[config.mk]
export PLATFORM = sky130hd
export DESIGN_NAME = line_step_sequencer
export DESIGN_NICKNAME = d
export VERILOG_FILES = /design/src/rtl/line_step_sequencer.sv
export SDC_FILE = /design/constraint.sdc
export NUM_CORES = 1
export LEC_CHECK = 0
export BUFFER_PORTS_ARGS = -buffer_cell sky130_fd_sc_hd__buf_2
export CELL_PAD_IN_SITES_DETAIL_PLACEMENT = 1
export CELL_PAD_IN_SITES_GLOBAL_PLACEMENT = 1
export CORE_ASPECT_RATIO = 1.5
export CORE_UTILIZATION = 46
export CTS_CLUSTER_SIZE = 30
export DETAILED_ROUTE_END_ITERATION = 12
export PLACE_DENSITY = 0.84
export SLEW_MARGIN = 20
export SYNTH_ARGS = -nofsm -noshare
export SYNTH_HDL_FRONTEND = slang
export SYNTH_SLANG_ARGS = --single-unit
[constraint.sdc]
create_clock -name clk -period 6.61 [get_ports clk]
set_clock_uncertainty 0.1 [all_clocks]
set_input_delay 0.661 -clock clk [delete_from_list [all_inputs] [get_ports clk]]
set_output_delay 0.661 -clock clk [all_outputs]
set_load 0.05 [all_outputs]
[src/rtl/line_step_sequencer.sv]
`default_nettype none
// ============================================================================
// Module      : quadrant_finder / line_step_sequencer
// Description : Turns one signed relative move into paced X/Y step pulses,
//               using a Bresenham walk so both axes finish on the same tick.
// Revision    : 1.0 - initial release
// ============================================================================

// Quadrant encoding: 0 = (+x,+y), 1 = (-x,+y), 2 = (-x,-y), 3 = (+x,-y).
// A zero component counts as non-negative.
module quadrant_finder #(
    parameter int NUM_BITS = 8
) (
    input  logic [NUM_BITS-1:0] rel_x,
    input  logic [NUM_BITS-1:0] rel_y,
    output logic [1:0]          quadrant
);
    logic w_neg_x;
    logic w_neg_y;

    assign w_neg_x  = rel_x[NUM_BITS-1];
    assign w_neg_y  = rel_y[NUM_BITS-1];
    assign quadrant = {w_neg_y, w_neg_x ^ w_neg_y};
endmodule

module line_step_sequencer #(
    parameter int NUM_BITS = 8,
    parameter int STEP_DIV = 4
) (
    input  logic                clk,
    input  logic                reset,
    input  logic                in_valid,
    output logic                in_ready,
    input  logic [NUM_BITS-1:0] rel_x,
    input  logic [NUM_BITS-1:0] rel_y,
    output logic [1:0]          quadrant,
    output logic                dir_x,
    output logic                dir_y,
    output logic                step_x,
    output logic                step_y,
    output logic                busy,
    output logic                done
);
    localparam int c_EW = NUM_BITS + 2;
    localparam int c_PW = (STEP_DIV > 1) ? $clog2(STEP_DIV) : 1;
    localparam logic [c_PW-1:0]     c_LAST  = c_PW'(STEP_DIV - 1);
    localparam logic [c_PW-1:0]     c_PONE  = {{(c_PW-1){1'b0}}, 1'b1};
    localparam logic [NUM_BITS-1:0] c_ONE   = {{(NUM_BITS-1){1'b0}}, 1'b1};

    localparam logic [1:0] S_IDLE  = 2'd0;
    localparam logic [1:0] S_SETUP = 2'd1;
    localparam logic [1:0] S_RUN   = 2'd2;
    localparam logic [1:0] S_DONE  = 2'd3;

    logic [1:0]             r_state;
    logic [1:0]             w_next_state;
    logic [NUM_BITS-1:0]    r_rel_x;
    logic [NUM_BITS-1:0]    r_rel_y;
    logic [NUM_BITS-1:0]    r_abs_x;
    logic [NUM_BITS-1:0]    r_abs_y;
    logic [NUM_BITS-1:0]    r_rem_x;
    logic [NUM_BITS-1:0]    r_rem_y;
    logic signed [c_EW-1:0] r_err;
    logic [c_PW-1:0]        r_presc;
    logic [1:0]             r_quadrant;
    logic                   r_dir_x;
    logic                   r_dir_y;
    logic                   r_step_x;
    logic                   r_step_y;

    logic [1:0]             w_quadrant;
    logic [NUM_BITS-1:0]    w_abs_x;
    logic [NUM_BITS-1:0]    w_abs_y;
    logic                   w_tick;
    logic signed [c_EW:0]   w_e2;
    logic signed [c_EW:0]   w_ax_e;
    logic signed [c_EW:0]   w_ay_e;
    logic                   w_go_x;
    logic                   w_go_y;
    logic [NUM_BITS-1:0]    w_rem_x_next;
    logic [NUM_BITS-1:0]    w_rem_y_next;
    logic [c_EW-1:0]        w_err_sub;
    logic [c_EW-1:0]        w_err_add;
    logic                   w_finish;

    quadrant_finder #(.NUM_BITS(NUM_BITS)) u_quadrant_finder (
        .rel_x    (r_rel_x),
        .rel_y    (r_rel_y),
        .quadrant (w_quadrant)
    );

    // Negating the most negative value wraps to 2^(NUM_BITS-1), which is exact unsigned.
    assign w_abs_x = r_rel_x[NUM_BITS-1] ? (~r_rel_x + c_ONE) : r_rel_x;
    assign w_abs_y = r_rel_y[NUM_BITS-1] ? (~r_rel_y + c_ONE) : r_rel_y;

    assign w_tick = (r_state == S_RUN) && (r_presc == c_LAST);
    assign w_e2   = {r_err, 1'b0};
    assign w_ax_e = {3'b000, r_abs_x};
    assign w_ay_e = {3'b000, r_abs_y};

    // An exhausted axis forces the other to step, so the walk never stalls.
    assign w_go_x = ((w_e2 > -w_ay_e) && (r_rem_x != '0)) || (r_rem_y == '0);
    assign w_go_y = ((w_e2 <  w_ax_e) && (r_rem_y != '0)) || (r_rem_x == '0);

    assign w_rem_x_next = r_rem_x - (w_go_x ? c_ONE : '0);
    assign w_rem_y_next = r_rem_y - (w_go_y ? c_ONE : '0);
    assign w_err_sub    = w_go_x ? {2'b00, r_abs_y} : '0;
    assign w_err_add    = w_go_y ? {2'b00, r_abs_x} : '0;
    assign w_finish     = (w_rem_x_next == '0) && (w_rem_y_next == '0);

    always_ff @(posedge clk) begin
        if (reset) begin
            r_state <= S_IDLE;
        end else begin
            r_state <= w_next_state;
        end
    end

    always_comb begin
        w_next_state = r_state;
        case (r_state)
            S_IDLE:  if (in_valid) w_next_state = S_SETUP;
            S_SETUP: w_next_state = ((w_abs_x == '0) && (w_abs_y == '0)) ? S_DONE : S_RUN;
            S_RUN:   if (w_tick && w_finish) w_next_state = S_DONE;
            S_DONE:  w_next_state = S_IDLE;
            default: w_next_state = S_IDLE;
        endcase
    end

    always_ff @(posedge clk) begin
        if (reset) begin
            r_rel_x    <= '0;
            r_rel_y    <= '0;
            r_abs_x    <= '0;
            r_abs_y    <= '0;
            r_rem_x    <= '0;
            r_rem_y    <= '0;
            r_err      <= '0;
            r_presc    <= '0;
            r_quadrant <= '0;
            r_dir_x    <= 1'b0;
            r_dir_y    <= 1'b0;
            r_step_x   <= 1'b0;
            r_step_y   <= 1'b0;
        end else begin
            r_step_x <= w_tick && w_go_x;
            r_step_y <= w_tick && w_go_y;
            case (r_state)
                S_IDLE: begin
                    if (in_valid) begin
                        r_rel_x <= rel_x;
                        r_rel_y <= rel_y;
                    end
                end
                S_SETUP: begin
                    r_quadrant <= w_quadrant;
                    r_dir_x    <= r_rel_x[NUM_BITS-1];
                    r_dir_y    <= r_rel_y[NUM_BITS-1];
                    r_abs_x    <= w_abs_x;
                    r_abs_y    <= w_abs_y;
                    r_rem_x    <= w_abs_x;
                    r_rem_y    <= w_abs_y;
                    r_err      <= $signed({2'b00, w_abs_x}) - $signed({2'b00, w_abs_y});
                    r_presc    <= '0;
                end
                S_RUN: begin
                    r_presc <= (r_presc == c_LAST) ? '0 : r_presc + c_PONE;
                    if (w_tick) begin
                        r_rem_x <= w_rem_x_next;
                        r_rem_y <= w_rem_y_next;
                        r_err   <= r_err - $signed(w_err_sub) + $signed(w_err_add);
                    end
                end
                default: begin
                end
            endcase
        end
    end

    assign in_ready = (r_state == S_IDLE) && !reset;
    assign busy     = (r_state != S_IDLE);
    assign done     = (r_state == S_DONE);
    assign quadrant = r_quadrant;
    assign dir_x    = r_dir_x;
    assign dir_y    = r_dir_y;
    assign step_x   = r_step_x;
    assign step_y   = r_step_y;
endmodule
`default_nettype wire

==> impl_metrics.yaml, run 1 <==
layout:
  drive_above_1_share_pct: 8.38
  diodes: 0
  finalNetCount: 740
  area.growth.synth_to_final_pct: 11.6
yosys:
  synth_cell_types: 63
  yosysWarnings: 0
  synthesis.area_um2: 5020
  synth_edf_count: 0
  synth.area.top_cells: "dfxtp_1 27%, ha_1 12%, nand2_1 5.2%"
  synth_simple_gate_area_share_pct: 22.2
  synth_top_cell_area_share_pct: 26.7
  synthCells: 646
  yosysSeqAreaShare_pct: 26.7
  synth_xor_area_share_pct: 5.23
  synthMuxAreaShare_pct: 2.22
  synthAdderAreaFrac_pct: 15.8
  synth.most_common_cell: "nand2_1"
  yosysTopAreaCell: "dfxtp_1"
  synth-main-ff-cell: "dfxtp_1"
  synth_nets: 723
  synth_compound_area_share_pct: 21.0
  synth_top_family_by_area: "simple AND/OR/NAND/NOR gates"
  netlist_top_cells_count: "70 x nand2_1, 67 x dfxtp_1, 62 x inv_1"
  async_flop_share_pct: 0
  ys_seq_elements: 67
  syn_area_per_cell_um2: 7.78
critical_path:
  regToRegStartpoint: "r_abs_y[2]"
  critPathBufInv: 1
  crit_chain: "or4_1, or4_1, xnor2_1, ha_1, nand4_1, o31ai_1, a21oi_1, a21oi_2, nor2b_1, fa_1, inv_1, ha_1, a2111oi_0, o211ai_1, a41oi_1, xor2_1, nand2_1, a221oi_1"
  cp-endpoint: "r_err[9]"
  startpoint_type: "flop"
  path_depth: 18
  cp_top_family: "compound AO/OA/AOI/OAI gates"
  critPathMaxStageDelay_ps: 610
  startpoint: "r_abs_y[2]"
  crit_type: "flop to flop"
  ff2ff_setup_slack_ps: 1170
  reg2reg_to: "r_err[9]"
  path_max_fanout: 10
  crit_path_top_delay_cell: "or4_1"
  end_kind: "flop"
  rr_worst_depth: 18
  critPathRequiredTime_ps: 6760
  arrival_ps: 5590
cts:
  hold_buffers: 0
  cts_buffer_depth: 2
  cts-htree-levels: 3
  cts-resized-gates: 0
  numCtsBuffers: 9
  cts_setup_buffers: 0
  clk_pin_slew_ps: 60
  clockRootBuffer: "clkbuf_16"
  cts_tree: "built"
  clk_latency_ps: 340
  clkSinkCount: 67
route:
  drc: 0
  wl_per_cell_um: 19.0
  vias_per_cell: 5.95
  first_pass_iters: 4
  routed_wl_mm: 15.4
  drt_iter0_drc: 169
  ant_nets: 0
  vias: 4831
hold_path:
  hold_class: "flop to flop"
die:
  start_util_pct: 47.4
  fp.dieArea_um2: 11400
  ios: 28
  rows: 46
  dieHeight_um: 130
  fp.coreArea_um2: 10600
  die_w_um: 87.3
placement:
  dpl.hpwl_mm: 11.5
  gp_congestion: 0.934
  io_buffers: 27
timing:
  max_freq_mhz: 184
  slew_violations: 0
  tns_ps: 0
  slew_headroom_pct: 45.3
  rsz0062_at_grt: "false"
  period_needed_ps: 5440
  hold_violations: 0
  tightest_slew_ps: 819
  finalCritPeriodShare_pct: 82.3
  setup_violations: 0
global_route:
  grt_overflow_total: 0
  grt_pass1_vias: 4991
  grt_pass1_wl_mm: 24.7
  antenna_found_initial: 0
  grt_usage_pct: 28.7
  grt_max_degree: 69
flow_run:
  drv_cap: 0
run_status:
  status: "completed"
## stage by stage
step / hold WS [ps] / cell area (um^2) / std cells / worst slack, ps / util [%]
floorplan: 343 / 5020 / 646 / 1730 / -
global placement: 352 / 5280 / 796 / 1450 / 49.8
detailed placement: 369 / 5280 / 796 / 1220 / 49.8
CTS: 378 / 5610 / 812 / 1150 / 52.9
global route: 399 / 5610 / 812 / 701 / 52.9
finish: 372 / 5610 / 812 / 1170 / 52.9
## routing by layer
layer | global-route usage, % | up-vias | share of wire, %
li1 | - | 2316 | -
met3 | 3.86 | 57 | 2.7
met4 | 18.9 | 0 | 6.5
met1 | 31.1 | 2357 | 41
met5 | 0 | - | 0
met2 | 51.6 | 101 | 50
## sequential cells by signal, summed over array words and instances, names as in the netlist
name      cells
r_err        10
r_abs_x       8
r_abs_y       8
r_rel_x       8
r_rel_y       8
r_rem_x       8
r_rem_y       8
quadrant      2
r_presc       2
r_state       2
dir_x         1
step_x        1
step_y        1
## area by class of cell
cell class	count	area [um^2]
clock buffers	9	225
clock inverters	7	101
fillers	1370	4980
inverters	64	240
multi-input cells	488	3340
flip-flops and latches	67	1340
well taps	144	180
repair buffers	33	180
## worst min-delay path: stages, from the launching register on
cell,delay (ps)
dfxtp_1,310
nand2_1,60
a21oi_1,50
## cells in the final DEF (no fill, tap or decap), types with 10 or more instances in the layout
cell and instances:
nand2_1 70, dfxtp_1 67, inv_1 62, a21oi_1 52
nor2_1 52, ha_1 49, buf_2 27, a211oi_1 23
nor2b_1 22, o21ai_0 20, nor3_1 17, xnor2_1 16
xor2_1 14, nor4_1 12, mux2i_1 10
## cells by family after synthesis
kind of cell / Yosys count
and+or+nand+nor: 224
AOI/OAI and AO/OA: 165
buffers and inverters: 91
DFF: 67
adders and majority gates: 58
xor gates and xnor gates: 30
muxes: 11
## how the worst min path moves through the flow
stage / from / slack (ps) / end / cells past startpoint
finish: r_presc[1] / 370 / r_presc[1] / 2
global route: r_rem_y[0] / 400 / r_rem_y[0] / 2
CTS: r_presc[1] / 380 / r_presc[1] / 2
detailed placement: r_presc[1] / 370 / r_presc[1] / 2
global placement: r_presc[1] / 350 / r_presc[1] / 2
floorplan: r_presc[1] / 340 / r_presc[1] / 2
Power of run 1 is left out: the tool's default activity adds up to more than one toggle a clock period on the data nets, which glitch-free logic cannot reach.
==> inputs of run 2 (changes only) <==
--- a/config.mk
+++ b/config.mk
@@ -9,10 +9,10 @@
 export CELL_PAD_IN_SITES_DETAIL_PLACEMENT = 1
 export CELL_PAD_IN_SITES_GLOBAL_PLACEMENT = 1
 export CORE_ASPECT_RATIO = 1.5
-export CORE_UTILIZATION = 46
+export CORE_UTILIZATION = 42
 export CTS_CLUSTER_SIZE = 30
 export DETAILED_ROUTE_END_ITERATION = 12
-export PLACE_DENSITY = 0.84
+export PLACE_DENSITY = 0.81
 export SLEW_MARGIN = 20
 export SYNTH_ARGS = -nofsm -noshare
 export SYNTH_HDL_FRONTEND = slang
==> constraint.sdc (replaced) <==
create_clock -name clk -period 4.4 [get_ports clk]
set_clock_uncertainty 0.1 [all_clocks]
set_input_delay 0.44 -clock clk [delete_from_list [all_inputs] [get_ports clk]]
set_output_delay 0.44 -clock clk [all_outputs]
set_load 0.05 [all_outputs]
==> run 2 against run 1 <==
  * The run now ends with setup timing left
  * Fmax up 13%
  * Routed wire length is 18% higher
  * Global-route usage up 1.2 points
  * Register-to-register slack worse by 1600 ps
  * Hold slack lost 140 ps
==> impl_metrics.yaml, run 2 (same netlist as run 1, synthesis figures left out) <==
route:
  drt_iter0_drc: 266
  ant_nets: 0
  first_pass_iters: 4
  vias_per_cell: 6.01
  wl_per_cell_um: 21.1
  drc: 0
  routed_wl_mm: 18.2
  vias: 5183
layout:
  fillers: 1414
  ff_latch_area_um2: 1340
  multiInputGateArea_um2: 3560
  final_common_cell: "nand2_1"
  area.growth.synth_to_final_pct: 23.1
  drive_above_1_share_pct: 18.8
  diodes: 0
  finalNetCount: 785
  top_register: "r_err"
  largest_register_ffs: 10
  finalInstanceArea_um2: 6180
  final_cell_mix: "69 x nand2_1, 67 x dfxtp_1, 62 x inv_1"
critical_path:
  critPathRequiredTime_ps: 4550
  regToRegStartpoint: "r_abs_y[5]"
  crit_path_top_delay_cell: "fa_1"
  arrival_ps: 4970
  end_kind: "flop"
  path_max_fanout: 5
  crit_type: "flop to flop"
  cp_top_family: "compound AO/OA/AOI/OAI gates"
  reg2reg_to: "r_err[9]"
  ff2ff_setup_slack_ps: -420
  critPathMaxStageDelay_ps: 580
  critPathBufInv: 2
  rr_worst_depth: 19
  crit_chain: "or4_4, or4_4, xnor2_1, ha_1, nand4_1, o31ai_2, a21oi_1, a21oi_2, buf_6, nor2_1, fa_1, inv_1, ha_1, a21oi_2, o211ai_1, a41oi_2, xor2_1, nand2_1, a221oi_2"
  startpoint_type: "flop"
die:
  ios: 28
  rows: 48
  fp.coreArea_um2: 11600
  dieHeight_um: 136
  die_w_um: 91.3
  fp.dieArea_um2: 12400
  start_util_pct: 43.4
hold_path:
  whs_endpoint: "r_rel_x[5]"
  hold_class: "input pin to flop"
  hp-start: "rel_x[5]"
  whs_path_depth: 3
timing:
  rsz0062_at_grt: "true"
  setup_violations: 10
  hold_violations: 0
  tightest_slew_ps: 806
  max_freq_mhz: 207
  finalCritPeriodShare_pct: 110
  slew_violations: 0
  slew_headroom_pct: 46.1
  layout_setup_ws_ps: -420
  period_needed_ps: 4820
placement:
  gp_congestion: 0.969
  io_buffers: 27
  placed_area_um2: 5650
  dpl.hpwl_mm: 13.0
global_route:
  grt_max_degree: 50
  grt_pass1_wl_mm: 28.4
  grt_pass1_vias: 5458
  grt_overflow_total: 0
  antenna_found_initial: 0
  grt_usage_pct: 29.9
run_status:
  status: "finished with violations"
  violations: "setup timing"
cts:
  clockRootBuffer: "clkbuf_16"
  numCtsBuffers: 9
  hold_buffers: 0
  clkSinkCount: 67
  cts_buffer_depth: 2
  cts-htree-levels: 3
  clk_latency_ps: 340
  clk_pin_slew_ps: 60
  cts_tree: "built"
flow_run:
  drv_cap: 0
## run 2: timing repair
item                       in CTS  in global routing
setup endpoints to repair      10                 12
buffers inserted                4                  1
pin swaps                      19                 12
resized for setup              22                 16
## run 2: tightest hold or removal path, stage by stage
cell	delay [ps]
buf_2	90
nand2_1	40
a21oi_1	50
## run 2: how the worst max path moves through the flow
stage / start / to / cells after the start / slack [ps]
final: r_abs_y[5] / r_err[9] / 19 / -420
after global routing: r_abs_y[0] / r_err[9] / 22 / -560
after CTS: r_abs_y[5] / r_state[0] / 19 / -310
after floorplan: r_abs_y[5] / r_err[9] / 18 / -150
after global placement: r_abs_y[0] / r_state[0] / 22 / -240
after detailed placement: r_abs_y[5] / r_state[0] / 21 / -510
## run 2: metrics by stage
step	instances	utilization [%]	setup WS (ps)	hold WS, ps	TNS, ps
floorplan	646	-	-152	343	-174
global placement	842	48.7	-243	352	-1700
detailed placement	842	48.7	-510	365	-3500
CTS	862	52.7	-307	229	-2030
global route	863	53.3	-562	235	-4350
finish	863	53.3	-420	234	-2950
## run 2: cell type report
cell class / instances / area share [%]
clock inverters: 4 / 1.17
multi-input cells: 488 / 57.5
inverters: 64 / 3.89
clock buffers: 12 / 4.15
flip-flops and latches: 67 / 21.7
repair buffers: 78 / 8.56
well taps: 150 / 3.04
## run 2: layer usage
metal / global-route usage [%] / up-vias / routed length, um
li1: - / 2404 / -
met1: 29.9 / 2523 / 6500
met2: 54.7 / 170 / 9580
met3: 4.31 / 86 / 674
met4: 24.7 / 0 / 1470
met5: 0 / - / 0
Power of run 2 is left out for the same reason.
==> inputs of run 3 (changes only) <==
--- a/config.mk
+++ b/config.mk
@@ -10,6 +10,7 @@
 export CELL_PAD_IN_SITES_GLOBAL_PLACEMENT = 1
 export CORE_ASPECT_RATIO = 1.5
 export CORE_UTILIZATION = 42
+export CTS_CLUSTER_DIAMETER = 40
 export CTS_CLUSTER_SIZE = 30
 export DETAILED_ROUTE_END_ITERATION = 12
 export PLACE_DENSITY = 0.81
==> constraint.sdc (replaced) <==
create_clock -name clk -period 4.3 [get_ports clk]
set_clock_uncertainty 0.1 [all_clocks]
set_input_delay 0.43 -clock clk [delete_from_list [all_inputs] [get_ports clk]]
set_output_delay 0.43 -clock clk [all_outputs]
set_load 0.05 [all_outputs]
==> run 3 against run 2 <==
  * The flow still finishes with violations (setup timing)
  * Cell count up 0.81%
  * Global-route usage down 1.2 points
  * Die area unchanged
  * Final area up 2.2%
  * Sequential cell count unchanged
  * Critical path type unchanged
  * Register-to-register slack worse by 100 ps
  * Core utilization up 1.2 points
==> impl_metrics.yaml, run 3 (same netlist as run 1, synthesis figures left out) <==
run_status:
  status: "finished with violations"
  violations: "setup timing"
timing:
  tns_ps: -3690
  period_needed_ps: 4820
  layout_setup_ws_ps: -523
  slew_headroom_pct: 39.9
  fin_hold_ws_ps: 228
  rsz0062_at_grt: "true"
  hold_violations: 0
  tightest_slew_ps: 900
  setup_violations: 11
  finalCritPeriodShare_pct: 112
  max_freq_mhz: 207
  slew_violations: 0
cts:
  hold_buffers: 0
  numCtsBuffers: 9
  clkSinkCount: 67
  clk_pin_slew_ps: 60
  clk_latency_ps: 340
  cts-htree-levels: 3
  cts_tree: "built"
  clockRootBuffer: "clkbuf_16"
  cts_buffer_depth: 2
placement:
  gp_congestion: 0.898
  dpl.hpwl_mm: 12.8
  io_buffers: 27
  placed_area_um2: 5720
route:
  drc: 0
  wl_per_cell_um: 20.4
  drt_iter0_drc: 220
  routed_wl_mm: 17.8
  ant_nets: 0
  first_pass_iters: 5
  vias_per_cell: 5.93
  vias: 5157
critical_path:
  startpoint_type: "flop"
  ff2ff_setup_slack_ps: -520
  rr_worst_depth: 23
  startpoint: "r_abs_y[1]"
  arrival_ps: 4970
  reg2reg_to: "r_err[9]"
  end_kind: "flop"
  crit_type: "flop to flop"
  critPathRequiredTime_ps: 4450
  path_max_fanout: 6
  regToRegStartpoint: "r_abs_y[1]"
layout:
  largest_register_ffs: 10
  drive_above_1_share_pct: 21.0
  finalNetCount: 792
  area.growth.synth_to_final_pct: 25.8
  diodes: 0
  finalInstanceArea_um2: 6320
  top_register: "r_err"
  final_cell_mix: "68 x nand2_1, 66 x dfxtp_1, 59 x inv_1"
  fin_util_pct: 54.5
  final_common_cell: "nand2_1"
hold_path:
  hp-start: "rel_x[6]"
  whs_endpoint: "r_rel_x[6]"
  whs_path_depth: 3
  hold_class: "input pin to flop"
global_route:
  grt_use_met3_pct: 4.03
  grt_pass1_wl_mm: 27.6
  antenna_found_initial: 0
  grt_max_degree: 37
  top_usage_layer: "met2"
  gr-usage-met2_pct: 53.7
  grt_use_met1_pct: 29.4
  grt_pass1_vias: 5427
  grt_usage_pct: 28.7
  grt_overflow_total: 0
die:
  die_w_um: 91.3
  rows: 48
  start_util_pct: 43.4
  dieHeight_um: 136
  fp.coreArea_um2: 11600
  fp.dieArea_um2: 12400
  ios: 28
flow_run:
  drv_cap: 0
-- run 3: changes by cell type in the layout (fill, tap and decap cells not counted), moves of 2 or more --
cell and delta:
ha_1 -4, nor3_2 -2, nor2b_2 -3, nor2b_1 +2, xnor2_1 -2, buf_4 +7
inv_2 +3, ha_2 +2, nor3_1 +2, inv_1 -3, xnor2_2 +2, ha_4 +2
-- run 3: per-stage QoR --
step / std cells / worst slack, ps
2_1_floorplan: 646 / -252
3_3_place_gp: 849 / -383
3_5_place_dp: 849 / -559
4_1_cts: 867 / -413
5_1_grt: 870 / -678
6_report: 870 / -523
-- run 3: metal layers --
layer	wire (um)	part of all wire (%)	vias up
li1	-	-	2415
met2	9320	52	147
met1	6660	38	2527
met5	0	0	-
met4	1110	6.2	0
met3	671	3.8	68
-- run 3: repair_timing --
action,4_1_cts,5_1_grt
pin swaps,17,27
gates cloned,0,0
setup endpoints to repair,11,15
buffers inserted,2,3
gates resized for setup,18,31
-- run 3: worst max path at each step --
| stage | end | cells after the start |
|---|---|---|
| 5_1_grt | r_err[9] | 23 |
| 3_5_place_dp | r_err[9] | 19 |
| 6_report | r_err[9] | 23 |
| 3_3_place_gp | r_state[0] | 22 |
| 2_1_floorplan | r_err[9] | 18 |
| 4_1_cts | r_err[9] | 19 |
-- run 3: final cells by class --
type,instances,area (um^2)
inverter,64,240
fill,1417,5270
timing repair buffer,85,582
clock inverter,4,72.6
tap,150,188
multi-input combinational,488,3640
clock buffer,12,256
sequential,67,1340
-- run 3: critical path: stages, from the launching register on --
cell       delay, ps
dfxtp_1          320
inv_1             90
ha_2             200
inv_1             50
or3_1            320
xnor2_1          140
ha_1             300
a21o_1           190
a21o_1           200
a211oi_2         250
o2111ai_2        140
a21oi_2          190
buf_6            140
nor2b_1           60
fa_1             500
inv_1             60
ha_4             300
buf_4            120
o21ai_0          130
a21oi_2          230
a41oi_2          150
xor2_1           180
nand2_1           90
a221oi_2         250
Power of run 3 is left out for the same reason.
